==> config.mk <==
export PLATFORM = sky130hd
export DESIGN_NAME = i2s_capture_flat
export DESIGN_NICKNAME = d
export VERILOG_FILES = /design/src/rtl/i2s_capture_if.sv /design/src/rtl/i2s_capture.sv /design/src/flat_wrapper.sv
export SDC_FILE = /design/constraint.sdc
export NUM_CORES = 1
export LEC_CHECK = 0
export ABC_AREA = 1
export BUFFER_PORTS_ARGS = -buffer_cell sky130_fd_sc_hd__buf_2
export CAP_MARGIN = 0
export CORE_ASPECT_RATIO = 0.6
export CORE_UTILIZATION = 29
export DETAILED_ROUTE_END_ITERATION = 8
export PLACE_DENSITY = 0.53
export SYNTH_ARGS = -nofsm -noshare
export SYNTH_HDL_FRONTEND = slang
export SYNTH_SLANG_ARGS = --single-unit
export TNS_END_PERCENT = 10
==> constraint.sdc <==
create_clock -name clk -period 1.5 [get_ports clk]
set_input_delay 0.3 -clock clk [delete_from_list [all_inputs] [get_ports clk]]
set_output_delay 0.3 -clock clk [all_outputs]
set_load 0.01 [all_outputs]
==> src/rtl/i2s_capture_if.sv <==
// Sample-side bus of i2s_capture: held L/R pair with valid/ready handshake,
// sticky overrun with its clear, and the optional peak level.
interface i2s_capture_if;
  logic [15:0] sample_left;
  logic [15:0] sample_right;
  logic        sample_valid;
  logic        sample_ready;
  logic        overrun;
  logic        clr_overrun;
  logic [15:0] level;

  modport master (
    output sample_left, sample_right, sample_valid, overrun, level,
    input  sample_ready, clr_overrun
  );

  modport slave (
    input  sample_left, sample_right, sample_valid, overrun, level,
    output sample_ready, clr_overrun
  );
endinterface

==> src/rtl/i2s_capture.sv <==
// I2S receiver: masters mclk/sck/lrck toward the codec ADC and deserializes sdout
// into 16-bit L/R pairs. Define LEVEL_METER_EN to build the peak-level meter.
module i2s_capture #(
  parameter int unsigned SYNC_STAGES  = 2,      // 2..3
  parameter logic [3:0]  SAMPLE_PHASE = 4'd11   // 8 + SYNC_STAGES .. 15
) (
  input  logic           clk,
  input  logic           rst_n,
  input  logic           en_i,
  output logic           audio_mclk_o,
  output logic           audio_lrck_o,
  output logic           audio_sck_o,
  input  logic           audio_sdout_i,
  i2s_capture_if.master  smp
);

  logic [8:0]             cnt_q, cnt_d;
  logic [SYNC_STAGES-1:0] sync_q;
  logic [14:0]            left_sh_q, left_sh_d;
  logic [14:0]            right_sh_q, right_sh_d;
  logic [15:0]            left_word_q, left_word_d;
  logic [15:0]            left_q, left_d;
  logic [15:0]            right_q, right_d;
  logic                   first_q, first_d;
  logic                   valid_q, valid_d;
  logic                   overrun_q, overrun_d;

  logic        sdin, lrck, slot0, sample_hit;
  logic        left_slot, right_slot, left_done, right_done;
  logic        publish, load;
  logic [15:0] left_next, right_next;

  assign sdin       = sync_q[SYNC_STAGES-1];
  assign lrck       = cnt_q[8];
  assign slot0      = (cnt_q[7:4] == 4'd0);
  assign sample_hit = en_i && (cnt_q[3:0] == SAMPLE_PHASE);

  // One-bit I2S delay: each word's LSB lands in slot 0 of the opposite lrck half.
  assign left_slot  = sample_hit && (lrck == slot0);
  assign right_slot = sample_hit && (lrck != slot0);
  assign left_done  = left_slot && lrck;
  assign right_done = right_slot && !lrck;
  assign left_next  = {left_sh_q, sdin};
  assign right_next = {right_sh_q, sdin};

  assign publish = right_done && !first_q;
  assign load    = publish && (!valid_q || smp.sample_ready);

  // NOTE: every next-state variable gets its hold value first, so no path
  // through this block leaves one unassigned and no latch is inferred.
  always_comb begin
    cnt_d       = cnt_q;
    left_sh_d   = left_sh_q;
    right_sh_d  = right_sh_q;
    left_word_d = left_word_q;
    left_d      = left_q;
    right_d     = right_q;
    first_d     = first_q;
    valid_d     = valid_q;
    overrun_d   = overrun_q;

    if (!en_i) begin
      cnt_d       = '0;
      left_sh_d   = '0;
      right_sh_d  = '0;
      left_word_d = '0;
      first_d     = 1'b1;
    end else begin
      cnt_d = cnt_q + 9'd1;
      if (left_slot)  left_sh_d   = left_next[14:0];
      if (left_done)  left_word_d = left_next;
      if (right_slot) right_sh_d  = right_next[14:0];
      // The pair completing right after enable is partial, so it is discarded.
      if (right_done) first_d = 1'b0;
    end

    if (valid_q && smp.sample_ready) valid_d = 1'b0;
    if (load) begin
      left_d  = left_word_q;
      right_d = right_next;
      valid_d = 1'b1;
    end

    if (smp.clr_overrun)   overrun_d = 1'b0;
    if (publish && !load)  overrun_d = 1'b1;
  end

  // NOTE: state is updated only here with non-blocking assignments, so every
  // flop samples pre-edge values regardless of process evaluation order.
  always_ff @(posedge clk or negedge rst_n) begin
    if (!rst_n) begin
      cnt_q       <= '0;
      sync_q      <= '0;
      left_sh_q   <= '0;
      right_sh_q  <= '0;
      left_word_q <= '0;
      left_q      <= '0;
      right_q     <= '0;
      first_q     <= 1'b1;
      valid_q     <= 1'b0;
      overrun_q   <= 1'b0;
    end else begin
      cnt_q       <= cnt_d;
      sync_q      <= {sync_q[SYNC_STAGES-2:0], audio_sdout_i};
      left_sh_q   <= left_sh_d;
      right_sh_q  <= right_sh_d;
      left_word_q <= left_word_d;
      left_q      <= left_d;
      right_q     <= right_d;
      first_q     <= first_d;
      valid_q     <= valid_d;
      overrun_q   <= overrun_d;
    end
  end

  // Clocks come straight from counter flops, so they are glitch-free and 0 when idle.
  assign audio_mclk_o     = cnt_q[1];
  assign audio_sck_o      = cnt_q[3];
  assign audio_lrck_o     = cnt_q[8];
  assign smp.sample_left  = left_q;
  assign smp.sample_right = right_q;
  assign smp.sample_valid = valid_q;
  assign smp.overrun      = overrun_q;

`ifdef LEVEL_METER_EN
  logic [15:0] level_q, level_d;

  function automatic logic [15:0] mag(input logic [15:0] x);
    if (x == 16'h8000) return 16'h7FFF;
    return x[15] ? (~x + 16'd1) : x;
  endfunction

  always_comb begin
    level_d = smp.clr_overrun ? 16'h0000 : level_q;
    if (load) begin
      if (mag(left_word_q) > level_d) level_d = mag(left_word_q);
      if (mag(right_next)  > level_d) level_d = mag(right_next);
    end
  end

  always_ff @(posedge clk or negedge rst_n) begin
    if (!rst_n) level_q <= '0;
    else        level_q <= level_d;
  end

  assign smp.level = level_q;
`else
  assign smp.level = 16'h0000;
`endif

endmodule

==> src/flat_wrapper.sv <==
// flat-port wrapper written by rule: the top's interface ports become plain ports
module i2s_capture_flat 
#(
  parameter int unsigned SYNC_STAGES  = 2,             
  parameter logic [3:0]  SAMPLE_PHASE = 4'd11                           
)
  (clk, rst_n, en_i, audio_mclk_o, audio_lrck_o, audio_sck_o, audio_sdout_i, smp_sample_left, smp_sample_right, smp_sample_valid, smp_overrun, smp_level, smp_sample_ready, smp_clr_overrun);
  i2s_capture_if smp_i ();
  input  logic clk;
  input  logic rst_n;
  input  logic en_i;
  output logic audio_mclk_o;
  output logic audio_lrck_o;
  output logic audio_sck_o;
  input  logic audio_sdout_i;
  output wire logic [$bits(smp_i.sample_left)-1:0] smp_sample_left;
  output wire logic [$bits(smp_i.sample_right)-1:0] smp_sample_right;
  output wire logic [$bits(smp_i.sample_valid)-1:0] smp_sample_valid;
  output wire logic [$bits(smp_i.overrun)-1:0] smp_overrun;
  output wire logic [$bits(smp_i.level)-1:0] smp_level;
  input wire logic [$bits(smp_i.sample_ready)-1:0] smp_sample_ready;
  input wire logic [$bits(smp_i.clr_overrun)-1:0] smp_clr_overrun;
  assign smp_sample_left = smp_i.sample_left;
  assign smp_sample_right = smp_i.sample_right;
  assign smp_sample_valid = smp_i.sample_valid;
  assign smp_overrun = smp_i.overrun;
  assign smp_level = smp_i.level;
  assign smp_i.sample_ready = smp_sample_ready;
  assign smp_i.clr_overrun = smp_clr_overrun;
  i2s_capture #(.SYNC_STAGES(SYNC_STAGES), .SAMPLE_PHASE(SAMPLE_PHASE)) u_core (.clk(clk), .rst_n(rst_n), .en_i(en_i), .audio_mclk_o(audio_mclk_o), .audio_lrck_o(audio_lrck_o), .audio_sck_o(audio_sck_o), .audio_sdout_i(audio_sdout_i), .smp(smp_i));
endmodule
; After elaboration in Yosys (flattened, before gate mapping)
; Index checks and enable logic that the tools add are counted.
; Widths: inputs -> output; s select.
[classes]
add_sub_neg = 1
eq_ne = 7
muxes = 13
reduce_logical = 17
[ops]
columns = operator, count
row1 = $mux 15, 4
row2 = $mux 16, 2
row3 = $add 9x1->9 const B, 1
row4 = $logic_and 1x1->1, 9
row5 = $mux 9, 1
row6 = $ne 2x1->1 const B, 4
row7 = $mux 1, 6
row8 = $eq 4x4->1 const B, 1
row9 = $logic_not 1->1, 4
row10 = $logic_not 4->1, 1
row11 = $reduce_bool 2->1, 2
row12 = $eq 1x1->1, 1
row13 = $logic_or 1x1->1, 1
row14 = $ne 1x1->1, 1
[word_totals]
ff_bits = 92
in_bits = 6
word_cells = 48
output_inout_bits = 53

; Logic depth before layout (Yosys ltp)
[depth]
word_depth = 9
ltp_mapped = 8
ltp_nobuf = 8

; Worst setup path before layout
; OpenSTA, ideal clock, no wires.
[synth_timing]
kind = register to register
startpoint = register u_core.cnt_q[1]
endpoint = register u_core.left_word_q[10]
path_buffers = 2
required_time_ps = 1382
synth_period_minus_slack_ps = 1492
path_stages_with_launch = 9
setup_time_ps = 118
path_slack_ps = 8
t_arrival_ps = 1374
path_cell_list = dfrtp_1 > ha_1 > nand2_1 > nor2_4 > buf_6 > nand3_4 > buf_6 > nand3_1 > nand2_1
[synth_between]
elab_chain_cells = 5
[synth_rtl]
columns = element, line_no
row1 = start: declaration, i2s_capture.sv:17  ; logic [8:0] cnt_q, cnt_d;
row2 = start signal: assignment, i2s_capture.sv:103  ; cnt_q <= cnt_d;
row3 = $eq 4x4->1, i2s_capture.sv:36  ; assign sample_hit = en_i && (cnt_q[3:0] == SAMPLE_PHASE);
row4 = $logic_and 1x1->1, i2s_capture.sv:36
row5 = $logic_and 1x1->1, i2s_capture.sv:39  ; assign left_slot = sample_hit && (lrck == slot0);
row6 = $logic_and 1x1->1, i2s_capture.sv:41  ; assign left_done = left_slot && lrck;
row7 = $ne 2x1->1 (no source line), n/a
row8 = end signal: assignment, i2s_capture.sv:107  ; left_word_q <= left_word_d;
row9 = end: declaration, i2s_capture.sv:21  ; logic [15:0] left_word_q, left_word_d;
; No other way between the ends.
; A chain may end at the register's enable or synchronous reset.

; Worst setup path after layout
[layout_timing]
startpoint = register u_core.cnt_q[7]
endpoint = register u_core.left_q[10], in the netlist u_core.smp.sample_left[10]
[layout_between]
elab_chain_cells = 6
[layout_rtl]
columns = element, line_no
row1 = $logic_not 4->1, i2s_capture.sv:35  ; assign slot0 = (cnt_q[7:4] == 4'd0);
row2 = $ne 1x1->1, i2s_capture.sv:40  ; assign right_slot = sample_hit && (lrck != slot0);
row3 = $logic_and 1x1->1, i2s_capture.sv:40
row4 = $logic_and 1x1->1, i2s_capture.sv:42  ; assign right_done = right_slot && !lrck;
row5 = $logic_and 1x1->1, i2s_capture.sv:46  ; assign publish = right_done && !first_q;
row6 = $logic_and 1x1->1, i2s_capture.sv:47  ; assign load = publish && (!valid_q || smp.sample_ready);
row7 = end signal: assignment, i2s_capture.sv:108  ; left_q <= left_d;
row8 = end: declaration, i2s_capture.sv:22  ; logic [15:0] left_q, left_d;
; No other way between the ends.

==> key figures <==
Global route
  • Vias in the first global route: 3020
  • GR Util All Layers: 14.4%
  • First-pass GRT wire length: 16000 µm
  • Largest net degree at the start of global routing: 51
  • Initial antenna violation count: 0
  • Gr ovfl total: 0

Synthesis
  • Synth warn: 0
  • Synth area leader: dfrtp_1
  • Number of synthesized register bits: 92
  • Post-Synthesis Cells: 451
  • Synth Area per Inst: 8.96 µm²
  • Post-synthesis sequential area ratio: 57.0%
  • Ranking of synthesized cells by area: dfrtp_1 (56%), nand2_1 (14%), nand3_1 (7.7%), nand4_1 (6.8%), buf_4 (3.7%)
  • Synth top area share: 56.3%
  • Mapped cell area: 4040 µm²
  • Yosys cell types: 26

Power and ir drop
  • Switching power: 1.08 mW
  • Switch share: 21.8%
  • Flop pwr share: 50.4%
  • Clock share of power: 46.3%
  • P_int: 3.88 mW
  • Tot Pwr: 4.96 mW
  • Leak Pwr: 2.76 nW
  • Pwr dens: 979 nW/µm²
  • Worst vdd ir: 0.448 mV
  • Comb power frac: 3.3%

Finish
  • Commonest non-fill, non-tap cell in the layout: nand2_1
  • Ant diodes: 0
  • Commonest non-fill, non-tap cells in the layout: nand2_1 (144), dfrtp_1 (91), nand3_1 (62)
  • Number of fillers in the final layout: 1351
  • Area grow syn2layout: 25.2%
  • Nets@finish: 520
  • Non-Filler Instances: 688
  • Layout cell share with drive strength beyond 1: 22.4%
  • Final instance area: 5060 µm²
  • Register area: 2300 µm²
  • Multi-input logic area: 1500 µm²

Clocking
  • CTS Buf Count: 9
  • CTS Root Cell: clkbuf_16
  • Maximum clock insertion buffer count: 2
  • Clk Latency, worst-skew pair: 0.34 ns
  • H-tree lvl count: 3
  • Clock slew at reported path FFs: 0.07 ns
  • Clock sinks: 92
  • CTS tree: built

Critical path
  • WS Path Type: flop to flop
  • Crit path launch type: flop
  • CP Launch Point: u_core.cnt_q[7]$_DFF_PN0_
  • Worst Path Required: 1.78 ns
  • Crit path DAT: 1.78 ns
  • R2r startpoint: u_core.cnt_q[7]$_DFF_PN0_
  • CP max FO: 8
  • Worst r2r path cells: 8
  • Reg-to-reg endpoint: u_core.smp.sample_left[10]$_DFFE_PN0P_
  • Worst Setup EP: u_core.smp.sample_left[10]$_DFFE_PN0P_
  • R2r setup slk: 0.004 ns
  • Critical Path End Type: flop

Die
  • Initial core utilization: 30.6%
  • Site Rows: 32
  • # IOs: 59
  • Core area: 13200 µm²
  • Die area: 14400 µm²
  • Height of the die: 93.4 µm
  • Die W: 154 µm

Detailed routing
  • First DRT Iteration DRCs: 216
  • Drt pass-1 iters: 4
  • WL final: 10100 µm
  • Vias per inst: 4.66
  • Total number of vias: 3209
  • WL per Instance: 14.7 µm
  • Final antenna-violating net count: 0
  • Detailed-route DRC error count: 0

Worst hold path
  • HP Class: primary input to flop

Placement
  • Hpwl dp: 6380 µm
  • Port Buffer Count: 42
  • Placed cell area: 4500 µm²
  • RD Place Congestion: 0.767
  • Placed cells: 658

STA
  • Final Hold Violating Endpoints: 0
  • Slew Limit Fails: 0
  • Fin crit share: 99.8%
  • Period minus WS final: 1.50 ns
  • Clock skew: 0.00582 ns
  • RSZ-0062 raised after global routing: yes
  • Max Fclk: 668 MHz
  • # setup viols final: 0
  • Fin Setup TNS: 0 ns

Status
  • Status: complete, no violations

Job
  • Max-cap violation count: 0
==> critical path, stage by stage, from the launching register on <==
cell and delay [ns]:
dfrtp_1 0.41, nor2_2 0.19, buf_4 0.15, nand3_4 0.09
nor2_4 0.11, buf_12 0.14, clkbuf_16 0.15, nand4_1 0.11
nand2_1 0.08
==> logic make-up after synthesis <==
| kind of cell | after synthesis | synth area share, % |
|---|---|---|
| simple gates | 278 | 32.2 |
| other cells | 1 | 0.0928 |
| flops | 92 | 57.0 |
| fa+ha+maj | 1 | 0.310 |
| buf+inv | 66 | 8.76 |
| compound gates | 13 | 1.61 |
==> final cells by class <==
| cell class | count | share of cell area (%) |
|---|---|---|
| multi-input cells | 308 | 29.6 |
| inverters | 21 | 1.61 |
| well taps | 170 | 4.20 |
| clock buffers | 11 | 4.80 |
| repair buffers | 81 | 13.1 |
| flip-flops and latches | 92 | 45.5 |
| clock inverters | 5 | 1.19 |
==> metrics by stage <==
stage                     util [%]  worst slack [ns]  hold WS (ns)
after floorplan                  -           0.00772       0.00441
after global placement        34.0            0.0214         0.257
after detailed placement      34.0          -0.00656         0.254
after CTS                     36.9           -0.0240        0.0449
after global routing          38.3           -0.0674        0.0408
final                         38.3           0.00372        0.0630
==> synthesized netlist by cell type, drive strengths merged <==
cell    number
a21oi        4
buf         37
clkbuf       8
clkinv       1
conb         1
dfrtp       91
dfstp        1
ha           1
inv         20
nand2      149
nand3       65
nand3b       1
nand4       45
nor2        16
nor3         2
o21ai        9
==> routing by layer <==
| metal | track usage (%) | routed length (µm) | vias to the layer above |
|---|---|---|---|
| met5 | 0 | 0 | - |
| met4 | 3.96 | 19 | 0 |
| met3 | 4.26 | 550 | 2 |
| met2 | 19.5 | 4270 | 90 |
| met1 | 21.8 | 5280 | 1522 |
| li1 | - | - | 1595 |
==> power groups by stage <==
stage	clock, mW	sequential, mW	combinational [mW]
6_report	2.30	2.50	0.162
5_1_grt	2.46	2.50	0.186
4_1_cts	2.37	2.50	0.161
3_5_place_dp	0	2.54	0.158
3_3_place_gp	0	2.54	0.158
2_1_floorplan	0	2.54	0.0884
==> flip-flops by register name, indices dropped and copies added (netlist names) <==
| name | flops |
|---|---|
| u_core.sync_q | 2 |
| u_core.smp.sample_right | 16 |
| u_core.first_q | 1 |
| u_core.smp.overrun | 1 |
| u_core.cnt_q | 9 |
| u_core.right_sh_q | 15 |
| u_core.smp.sample_left | 16 |
| u_core.left_word_q | 16 |
| u_core.smp.sample_valid | 1 |
| u_core.left_sh_q | 15 |
==> how the worst min path moves through the flow <==
stage                  start                           endpoint  slack (ns)  cells past startpoint
2_1_floorplan          rst_n          u_core.cnt_q[0]$_DFF_PN0_       0.004                      0
3_5_place_dp           rst_n  u_core.left_word_q[5]$_DFFE_PN0P_        0.25                      1
6_report       audio_sdout_i         u_core.sync_q[0]$_DFF_PN0_        0.06                      1
4_1_cts        audio_sdout_i         u_core.sync_q[0]$_DFF_PN0_        0.04                      1
5_1_grt        audio_sdout_i         u_core.sync_q[0]$_DFF_PN0_        0.04                      1
3_3_place_gp           rst_n  u_core.left_word_q[5]$_DFFE_PN0P_        0.26                      1
==> timing repair <==
action	4_1_cts	5_1_grt
gates resized for setup	5	19
gates cloned	1	3
hold endpoints to repair	24	0
pin swaps	2	33
endpoints found under the setup margin	33	80
hold buffers	1	0
setup buffers	3	7
(Power assumes the default switching activity.)
